--- src/rtl/bus_ctrl_pkg.sv ---
// Shared encodings and default sizes for the bus transfer controller.
package bus_ctrl_pkg;

    localparam int DATA_W_DEF   = 16;
    localparam int NUM_REGS_DEF = 6;
    localparam int SEL_W_DEF    = 3;

    typedef enum logic [1:0] {
        ST_IDLE    = 2'd0,
        ST_READ    = 2'd1,
        ST_CAPTURE = 2'd2,
        ST_WRITE   = 2'd3
    } bus_state_t;

    // True when a register index addresses one of the attached registers.
    function automatic logic idx_in_range(input int unsigned idx, input int unsigned num_regs);
        return idx < num_regs;
    endfunction

endpackage

--- src/rtl/reg_sel_decoder.sv ---
// Index plus enable to one-hot strobe vector; all zeros when disabled.
module reg_sel_decoder #(
    parameter int NUM_REGS = 6,
    parameter int SEL_W    = 3
) (
    input  logic [SEL_W-1:0]    i_sel,
    input  logic                i_en,
    output logic [NUM_REGS-1:0] o_onehot
);

    // Compare the select against every register slot.
    always_comb begin
        o_onehot = '0;
        for (int i = 0; i < NUM_REGS; i++) begin
            o_onehot[i] = i_en && (i_sel == SEL_W'(i));
        end
    end

endmodule

--- src/rtl/bus_transfer_controller.sv ---
// Initiator for single-word register->register and immediate->register moves.
//
// state    | meaning
// ---------+-----------------------------------------------------------
// IDLE     | waiting for xfer_req; validates indices, latches request
// READ     | rd_en[src] high; source register presents its word next cycle
// CAPTURE  | no strobes; source word latched into the capture register
// WRITE    | bus_out = capture register, wr_en[dst] high; done follows
module bus_transfer_controller
    import bus_ctrl_pkg::*;
#(
    parameter int DATA_W   = DATA_W_DEF,
    parameter int NUM_REGS = NUM_REGS_DEF,
    parameter int SEL_W    = SEL_W_DEF
) (
    input  logic                       bus_ctrl_clk,
    input  logic                       bus_ctrl_rst,
    input  logic                       xfer_req,
    input  logic                       xfer_imm,
    input  logic [SEL_W-1:0]           xfer_src,
    input  logic [SEL_W-1:0]           xfer_dst,
    input  logic [DATA_W-1:0]          xfer_imm_data,
    input  logic [NUM_REGS*DATA_W-1:0] reg_data_in,
    output logic [NUM_REGS-1:0]        reg_rd_en,
    output logic [NUM_REGS-1:0]        reg_wr_en,
    output logic [DATA_W-1:0]          bus_out,
    output logic                       xfer_busy,
    output logic                       xfer_done,
    output logic                       xfer_err
);

    bus_state_t        r_state;
    logic [SEL_W-1:0]  r_src;
    logic [SEL_W-1:0]  r_dst;
    logic [DATA_W-1:0] r_capture;
    logic              r_rd_go;
    logic              r_wr_go;
    logic              r_done;
    logic              r_err;

    logic              w_src_ok;
    logic              w_dst_ok;
    logic              w_req_valid;
    logic [DATA_W-1:0] w_src_word;

    // An immediate move never reads, so its source field is not checked.
    always_comb begin
        w_src_ok    = idx_in_range(32'(xfer_src), NUM_REGS);
        w_dst_ok    = idx_in_range(32'(xfer_dst), NUM_REGS);
        w_req_valid = w_dst_ok && (xfer_imm || w_src_ok);
    end

    // Select the latched source register's word from the packed input bus.
    always_comb begin
        w_src_word = '0;
        for (int i = 0; i < NUM_REGS; i++) begin
            if (r_src == SEL_W'(i)) begin
                w_src_word = reg_data_in[i*DATA_W +: DATA_W];
            end
        end
    end

    // Sequencer: state, latched request, capture register and registered strobe enables.
    always_ff @(posedge bus_ctrl_clk) begin
        if (bus_ctrl_rst) begin
            r_state   <= ST_IDLE;
            r_src     <= '0;
            r_dst     <= '0;
            r_capture <= '0;
            r_rd_go   <= 1'b0;
            r_wr_go   <= 1'b0;
            r_done    <= 1'b0;
            r_err     <= 1'b0;
        end else begin
            r_rd_go <= 1'b0;
            r_wr_go <= 1'b0;
            r_done  <= 1'b0;
            r_err   <= 1'b0;
            case (r_state)
                ST_IDLE: begin
                    if (xfer_req) begin
                        if (w_req_valid) begin
                            r_src <= xfer_src;
                            r_dst <= xfer_dst;
                            if (xfer_imm) begin
                                r_capture <= xfer_imm_data;
                                r_wr_go   <= 1'b1;
                                r_state   <= ST_WRITE;
                            end else begin
                                r_rd_go <= 1'b1;
                                r_state <= ST_READ;
                            end
                        end else begin
                            r_err <= 1'b1;
                        end
                    end
                end
                ST_READ: begin
                    r_state <= ST_CAPTURE;
                end
                ST_CAPTURE: begin
                    // Source register output became valid at the end of READ.
                    r_capture <= w_src_word;
                    r_wr_go   <= 1'b1;
                    r_state   <= ST_WRITE;
                end
                ST_WRITE: begin
                    r_done  <= 1'b1;
                    r_state <= ST_IDLE;
                end
                default: begin
                    r_state <= ST_IDLE;
                end
            endcase
        end
    end

    reg_sel_decoder #(
        .NUM_REGS (NUM_REGS),
        .SEL_W    (SEL_W)
    ) u_rd_dec (
        .i_sel    (r_src),
        .i_en     (r_rd_go),
        .o_onehot (reg_rd_en)
    );

    reg_sel_decoder #(
        .NUM_REGS (NUM_REGS),
        .SEL_W    (SEL_W)
    ) u_wr_dec (
        .i_sel    (r_dst),
        .i_en     (r_wr_go),
        .o_onehot (reg_wr_en)
    );

    // The capture register drives the write bus directly, so it holds between transfers.
    always_comb begin
        bus_out   = r_capture;
        xfer_busy = (r_state != ST_IDLE);
        xfer_done = r_done;
        xfer_err  = r_err;
    end

endmodule

--- config.mk ---
export PLATFORM = sky130hd
export DESIGN_NAME = bus_transfer_controller
export DESIGN_NICKNAME = d
export VERILOG_FILES = /design/src/rtl/bus_ctrl_pkg.sv /design/src/rtl/reg_sel_decoder.sv /design/src/rtl/bus_transfer_controller.sv
export SDC_FILE = /design/constraint.sdc
export NUM_CORES = 1
export LEC_CHECK = 0
export BUFFER_PORTS_ARGS = -buffer_cell sky130_fd_sc_hd__buf_2
export CORE_MARGIN = 4
export CORE_UTILIZATION = 44
export DETAILED_ROUTE_END_ITERATION = 10
export HOLD_SLACK_MARGIN = 0.03
export PLACE_DENSITY = 0.82
export REMOVE_ABC_BUFFERS = 1
export SKIP_CTS_REPAIR_TIMING = 1
export SLEW_MARGIN = 20
export SYNTH_ARGS = -nofsm -noshare
export SYNTH_HDL_FRONTEND = slang
export SYNTH_SLANG_ARGS = --single-unit
--- constraint.sdc ---
create_clock -name bus_ctrl_clk -period 2.2 [get_ports bus_ctrl_clk]
set_input_delay 0.44 -clock bus_ctrl_clk [delete_from_list [all_inputs] [get_ports bus_ctrl_clk]]
set_output_delay 0.44 -clock bus_ctrl_clk [all_outputs]
set_load 0.01 [all_outputs]
* Word level (Yosys, flattened, before mapping)
Index checks and enable logic that the tools add are counted.
** Storage, ports and cells
- Output and inout port bits :: 31
- Word-level logic and storage cells :: 74
- Register bits :: 28
- Input port bits :: 122
** Operators by class
- Mux-type cells :: 21
- Bitwise operators :: 3
- Reductions and logical operators :: 24
- Order comparisons :: 2
- Equality and inequality tests :: 16
** Operators with widths (count)
- two-way mux 16 bit :: 9
- case mux 16 bit (2 select lines) :: 1
- logical AND 1 bit :: 13
- equality test 3 x 2 -> 1 bit, second input constant :: 4
- equality test 3 bit, second input constant :: 4
- case mux 2 bit (4 select lines) :: 1
- equality test 3 x 1 -> 1 bit, second input constant :: 2
- logical NOT 3 bit :: 2
- < comparator 3 bit, second input constant :: 2
- two-way mux 1 bit :: 6
- two-way mux 2 bit :: 3
- inequality test 2 bit, second input constant :: 3
- equality test 2 bit, second input constant :: 2
- AND reduction 4 bit :: 1
- nonzero test 2 bit :: 2
- OR reduction 4 bit :: 1
- NOT 1 bit :: 3
- AND reduction 3 bit :: 1
- OR reduction 3 bit :: 1
- equality test 2 x 1 -> 1 bit, second input constant :: 1
- logical NOT 2 bit :: 1
- case mux 1 bit (2 select lines) :: 1
- AND reduction 2 bit :: 1
- logical OR 1 bit :: 1

* Depth between registers and ports, before layout
Gate-level depths: netlist of the first run.
- Depth in word-level cells :: 8
- Gate-level depth with buffers :: 8
- Mapped depth without buffers :: 6

* Cells and area by module
A second synthesis of the first run with hierarchy kept.
** Second synthesis, totals
- Cell total of the unflattened synthesis :: 257
- Area, all modules :: 2288.4 µm²
** By module, submodules not included
- bus_transfer_controller :: cells an instance 245, area each 2140.8 µm², instances 1
- reg_sel_decoder :: cells an instance 6, area each 73.8 µm², instances 2

* Least setup slack after synthesis of the first run
No wires, ideal clock.
- Path kind :: register to output
- From :: register r_src[2]
- To :: output port reg_rd_en[2]
- Arrival :: 1.229 ns
- Cell stages (with the launch flop) :: 6
- Slack :: 0.531 ns
- Data required time :: 1.760 ns
- Buffers on the path :: 3
- Path through :: dfxtp_1 -> buf_4 -> buf_12 -> buf_12 -> nand2b_1 -> nor3b_1
** On the way
- Longest elaborated chain between the ends :: 2
** RTL lines
- from (decl) :: RTL line bus_transfer_controller.sv:33 : logic [SEL_W-1:0] r_src;
- from (signal assigned) :: RTL line bus_transfer_controller.sv:83 : r_src <= xfer_src;
- equality test 3 x 2 -> 1 bit :: RTL line reg_sel_decoder.sv:15 : o_onehot[i] = i_en && (i_sel == SEL_W'(i));
- logical AND 1 bit :: RTL line reg_sel_decoder.sv:15
- to (decl) :: RTL line bus_transfer_controller.sv:24 : output logic [NUM_REGS-1:0] reg_rd_en,
Every way passes these cells.

* Worst setup path in the final report of the first run
- From :: register r_src[1]
- To :: output port reg_rd_en[2]
Same word-level chain as after synthesis.

==> results.sh, run 1 <==
export IMPL_synthesis_area_sq_um=2480
export IMPL_critPathRequiredTime_ps=1760
export IMPL_post_place_cells=485
export IMPL_port_buffers=152
export IMPL_peakVddDrop_mv=0.571
export IMPL_crit_path_cell_trace="buf_4 > nor3b_1 > buf_2"
export IMPL_finalInstanceArea_sq_um=3330
export IMPL_synthCells=276
export IMPL_switching_power_mw=1.13
export IMPL_h_tree_depth=1
export IMPL_slew_viol_final=0
export IMPL_status="complete, no violations"
export IMPL_synth_edf_count=0
export IMPL_hold_viol_final=0
export IMPL_ant_nets=0
export IMPL_grt_ovfl_total=0
export IMPL_synth_simple_area_share_pct=19.0
export IMPL_drive_gt1_share_pct=49.2
export IMPL_grt_usage_pct=22.7
export IMPL_period_needed_ps=2040
export IMPL_async_flop_share_pct=0
export IMPL_tightest_slew_ps=750
export IMPL_clkPwrFrac_pct=15.2
export IMPL_syn_avg_cell_area_sq_um=8.99
export IMPL_slew_headroom_pct=50.0
export IMPL_nets=543
export IMPL_hp_class="in -> reg"
export IMPL_final_common_cell="buf_2"
export IMPL_max_freq_ghz=0.491
export IMPL_gp_congestion=0.814
export IMPL_p_comb_share_pct=55.8
export IMPL_top_layer="met4"
export IMPL_avgRoutedWirePerCell_um=17.1
export IMPL_num_rows=27
export IMPL_reg2reg_slack_ps=180
export IMPL_layout_common_cells="buf_2 (152), a21oi_1 (34), dfxtp_1 (27)"
export IMPL_cp_depth=3
export IMPL_clkLatencyLatePin_ps=280
export IMPL_wl_met3_um=573
export IMPL_leakagePower_nw=1.59
export IMPL_clkTransAtPathRegs_ps=100
export IMPL_area_delta_synth_final_pct=34.2
export IMPL_met2_length_mm=4.35
export IMPL_crit_fanout=17
export IMPL_dpl_worst_slack_ps=4.57
export IMPL_r2r_cells=4
export IMPL_dp_hpwl_mm=6.42
export IMPL_clkSinkCount=28
export IMPL_synth_cell_types=44
export IMPL_root_buffer="clkbuf_8"
export IMPL_start_util_pct=45.3
export IMPL_synthXorXnorAreaFrac_pct=0
export IMPL_numCtsBuffers=3
export IMPL_swShare_pct=41.8
export IMPL_ys_seq_area_share_pct=22.6
export IMPL_routed_via_density=5.71
export IMPL_drtPass1Iterations=4
export IMPL_finalSetupViolCount=0
export IMPL_synth_fa_ha_area_share_pct=1.51
export IMPL_grt_pass1_wl_mm=13.4
export IMPL_r2r_end="bus_out[14]"
export IMPL_cts_tree="yes"
export IMPL_grt_pass1_vias=2843
export IMPL_synth_compound_area_share_pct=31.2
export IMPL_cp_start_kind="flip-flop"
export IMPL_diodes=0
export IMPL_worstPathArrival_ps=1600
export IMPL_seq_power_share_pct=29.0
export IMPL_crit_path_max_incr_delay_ps=620
export IMPL_worst_path_max_delay_cell="dfxtp_1"
export IMPL_rsz0062_at_grt="false"
export IMPL_p_per_area_nw_per_um2=814
export IMPL_instances_no_fill=489
export IMPL_drt_iter0_drc=133
export IMPL_remaining_drc_errors=0
export IMPL_r2r_start="r_src[1]"
export IMPL_drv_cap=0
export IMPL_endpoint="reg_rd_en[2]"
export IMPL_synth_top_family_by_area="compound AO/OA/AOI/OAI gates"
export IMPL_synth_top_flop_cell="dfxtp_1"
export IMPL_die_h_um=83.1
export IMPL_muxShareOfSynthArea_pct=17.6
export IMPL_p_int_mw=1.58
export IMPL_antenna_found_initial=0
export IMPL_wl_mm=8.37
export IMPL_ys_seq_elements=28
export IMPL_yosys_warnings=0
export IMPL_criticalPathCategory="reg -> out"
export IMPL_placed_area_sq_um=3250
export IMPL_die_area_sq_um=6900
export IMPL_ctsLongestPathBuffers=2
export IMPL_vias=2791
export IMPL_worst_slack_ps=162
export IMPL_wl_met1_mm=3.33
export IMPL_critPathLaunch="r_src[1]"
export IMPL_crit_path_end_kind="output port"
export IMPL_period_share_pct=92.6
export IMPL_ioPinCount=153
export IMPL_skew_ps=2.24
export IMPL_grt_max_degree=29
export IMPL_path_buf_inv=2
export IMPL_die_x_um=83.1
export IMPL_core_sq_um=5470
export IMPL_critPathTopFamily="flip-flops"
[routing by layer]
metal,up-vias,GRT usage (%)
met1,1315,25.8
met4,0,2.82
met5,-,0
li1,1338,-
met3,15,6.25
met2,123,43.0
[cell families (layout without fill, tap and decap cells)]
logic type      Yosys count  count (layout)
mux                      38              38
buf+inv                  33             174
compound gates           87              87
fa+ha+maj                 3               3
flops                    28              28
simple gates             87              87
[cell usage after synthesis (4+ instances only)]
master | count | area [sq um]
nor2_1 | 25 | 93.8
mux2_1 | 5 | 56.3
nand3_1 | 16 | 80.1
a221oi_1 | 15 | 131
mux2_4 | 10 | 150
nand2_1 | 19 | 71.3
o211a_1 | 15 | 150
dfxtp_1 | 28 | 561
mux2i_1 | 23 | 230
clkbuf_1 | 11 | 41.3
a21oi_1 | 34 | 170
buf_2 | 8 | 40.0
inv_1 | 4 | 15.0
o32ai_2 | 15 | 244
[power groups by stage]
stage	registers (mW)	clock network (mW)	logic (mW)
3_3_place_gp	0.787	0	1.44
5_1_grt	0.804	0.443	1.66
2_1_floorplan	0.839	0	0.899
3_5_place_dp	0.795	0	1.50
6_report	0.786	0.412	1.51
4_1_cts	0.783	0.425	1.50
[registers in the layout, summed over array words and instances, names as in the netlist]
name	count
xfer_done	1
r_dst	3
r_rd_go	1
bus_out	16
xfer_err	1
r_wr_go	1
r_state	2
r_src	3
[cell type report]
| type | count | area [sq um] |
|---|---|---|
| clock buffer | 3 | 41.3 |
| clock inverter | 1 | 30.0 |
| fill | 500 | 2140 |
| inverter | 5 | 18.8 |
| multi-input combinational | 215 | 1730 |
| sequential | 28 | 562 |
| tap | 72 | 90.1 |
| timing repair buffer | 165 | 858 |
[worst min path at each step]
stage,startpoint,end,slack [ps],depth (start not counted)
2_1_floorplan,r_state[0],r_state[0],490,2
3_3_place_gp,r_state[0],r_state[0],540,2
3_5_place_dp,r_state[0],r_state[0],550,2
4_1_cts,xfer_dst[0],r_dst[0],380,3
5_1_grt,xfer_dst[0],r_dst[0],390,3
6_report,xfer_dst[0],r_dst[0],390,3
[through the flow]
stage	util [%]	hold WS (ps)	total power [mW]	setup TNS, ps
final	60.8	393	2.71	0
after global routing	60.8	394	2.90	0
after CTS	60.7	385	2.71	-43.7
after detailed placement	59.4	552	2.29	0
after global placement	59.4	537	2.23	0
after floorplan	-	493	1.74	-526
[worst register-to-register path: stages (launching register included)]
cell and delay (ps):
dfxtp_1 620, nor3b_4 730, a21oi_1 160, o211a_1 170
o32ai_2 250
Power figures use the tool's default switching activity.
==> run 2: changes to the inputs <==
Settings changed: CORE_MARGIN 4 to 10, CORE_UTILIZATION 44 to 40, PLACE_DENSITY 0.82 to 0.75.
==> run 2 against run 1 <==
  * Critical path depth did not move
  * First-iteration DRC count fell by 3.0%
  * Register-to-register slack improved by 60 ps
  * Combinational power rose by 3%
  * Worst setup slack got worse by 60 ps
  * Non-clock buffer count rose by 2
  * Largest cell class unchanged
==> results.sh, run 2 (same netlist as run 1, synthesis figures left out) <==
export IMPL_placed_area_sq_um=3270
export IMPL_drv_cap=0
export IMPL_grt_pass1_wl_mm=14.9
export IMPL_max_freq_ghz=0.477
export IMPL_finalSetupTns_ps=0
export IMPL_grt_max_degree=22
export IMPL_slew_viol_final=0
export IMPL_grt_ovfl_total=0
export IMPL_met3_usage_pct=4.82
export IMPL_cp_depth=3
export IMPL_layout_common_cells="buf_2 (152), a21oi_1 (34), dfxtp_1 (27)"
export IMPL_timing_hold_ws_ps=387
export IMPL_drt_iter0_drc=129
export IMPL_clkLatencyLatePin_ps=280
export IMPL_min_path_cells=3
export IMPL_ioPinCount=153
export IMPL_grt_usage_pct=18.0
export IMPL_grt_util_met1_pct=20.3
export IMPL_crit_path_end_kind="output port"
export IMPL_cts_tree="yes"
export IMPL_cp_start_kind="flip-flop"
export IMPL_ctsLongestPathBuffers=2
export IMPL_nets=545
export IMPL_die_x_um=98.7
export IMPL_root_buffer="clkbuf_8"
export IMPL_core_sq_um=5960
export IMPL_area_delta_synth_final_pct=35.0
export IMPL_criticalPathCategory="reg -> out"
export IMPL_fillers=597
export IMPL_worst_path_max_delay_cell="dfxtp_1"
export IMPL_remaining_drc_errors=0
export IMPL_period_needed_ps=2100
export IMPL_largest_register_ffs=16
export IMPL_routed_via_density=5.65
export IMPL_r2r_end="bus_out[14]"
export IMPL_port_buffers=152
export IMPL_clkTransAtPathRegs_ps=110
export IMPL_busiest_layer="met2"
export IMPL_die_area_sq_um=9750
export IMPL_status="complete, no violations"
export IMPL_crit_path_max_incr_delay_ps=550
export IMPL_peakVddDrop_mv=0.801
export IMPL_endpoint="reg_rd_en[5]"
export IMPL_gp_congestion=0.820
export IMPL_skew_ps=7.07
export IMPL_num_rows=28
export IMPL_vias=2791
export IMPL_period_share_pct=95.3
export IMPL_r2r_start="r_state[0]"
export IMPL_dp_hpwl_mm=7.45
export IMPL_finalInstanceArea_sq_um=3350
export IMPL_antenna_found_initial=0
export IMPL_crit_path_cell_trace="and3b_1 > and2_1 > buf_2"
export IMPL_numCtsBuffers=3
export IMPL_critPathTopFamily="simple AND/OR/NAND/NOR gates"
export IMPL_drive_gt1_share_pct=49.4
export IMPL_reg2reg_slack_ps=240
export IMPL_hp_class="in -> reg"
export IMPL_die_h_um=98.7
export IMPL_final_util_pct=56.2
export IMPL_avgRoutedWirePerCell_um=19.2
export IMPL_rsz0062_at_grt="false"
export IMPL_diodes=0
export IMPL_drtPass1Iterations=4
export IMPL_leakagePower_nw=1.60
export IMPL_h_tree_depth=1
export IMPL_path_buf_inv=1
export IMPL_critPathRequiredTime_ps=1760
export IMPL_slew_headroom_pct=47.6
export IMPL_finalSetupViolCount=0
export IMPL_crit_fanout=10
export IMPL_clkSinkCount=28
export IMPL_worstPathArrival_ps=1660
export IMPL_finalPower_mw=2.74
export IMPL_hold_viol_final=0
export IMPL_grt_pass1_vias=3065
export IMPL_ant_nets=0
export IMPL_critPathLaunch="r_src[2]"
export IMPL_tightest_slew_ps=785
export IMPL_wl_mm=9.48
export IMPL_final_common_cell="buf_2"
export IMPL_p_per_area_nw_per_um2=817
export IMPL_met2_usage_pct=33.4
export IMPL_r2r_cells=6
export IMPL_start_util_pct=41.6
[run 2: cell types whose count changed in the layout (fill, tap and decap cells not counted)]
cell / before / now
buf_4: 13 / 15
[run 2: layout make-up]
class / count / area, sq um / share of cell area (%)
clock buffer: 3 / 41.3 / 1.23
clock inverter: 1 / 30.0 / 0.897
inverter: 5 / 18.8 / 0.561
multi-input combinational: 215 / 1730 / 51.6
sequential: 28 / 562 / 16.8
tap: 75 / 93.8 / 2.80
timing repair buffer: 167 / 873 / 26.1
[run 2: how the worst min path moves through the flow]
stage | startpoint | end | slack (ps)
6_report | xfer_dst[0] | r_dst[0] | 390
5_1_grt | xfer_dst[0] | r_dst[0] | 390
4_1_cts | xfer_dst[0] | r_dst[0] | 390
3_5_place_dp | r_state[0] | r_state[0] | 570
3_3_place_gp | r_state[0] | r_state[0] | 530
2_1_floorplan | r_state[0] | r_state[0] | 490
[run 2: tightest hold or removal path: stages]
cell,delay [ps]
buf_2,80
mux2i_1,50
nor2_1,70
[run 2: through the flow]
stage / std cells / setup WS, ps
global route: 494 / 31.1
global placement: 490 / 130
detailed placement: 490 / -50.1
finish: 494 / 102
floorplan: 248 / -177
CTS: 494 / -73.7
[run 2: layer usage]
layer	part of all wire (%)	wire, um
met1	41	3910
met2	52	4890
met3	6.7	635
met4	0.53	50
met5	0	0
[run 2: where the power goes]
| group | leakage, nW | switching, mW | total (mW) | internal, mW |
|---|---|---|---|---|
| Sequential | 0.229 | 0.115 | 0.760 | 0.644 |
| Clock | 0.0357 | 0.175 | 0.419 | 0.244 |
| Combinational | 1.34 | 0.861 | 1.56 | 0.696 |
| Total | 1.60 | 1.15 | 2.74 | 1.58 |
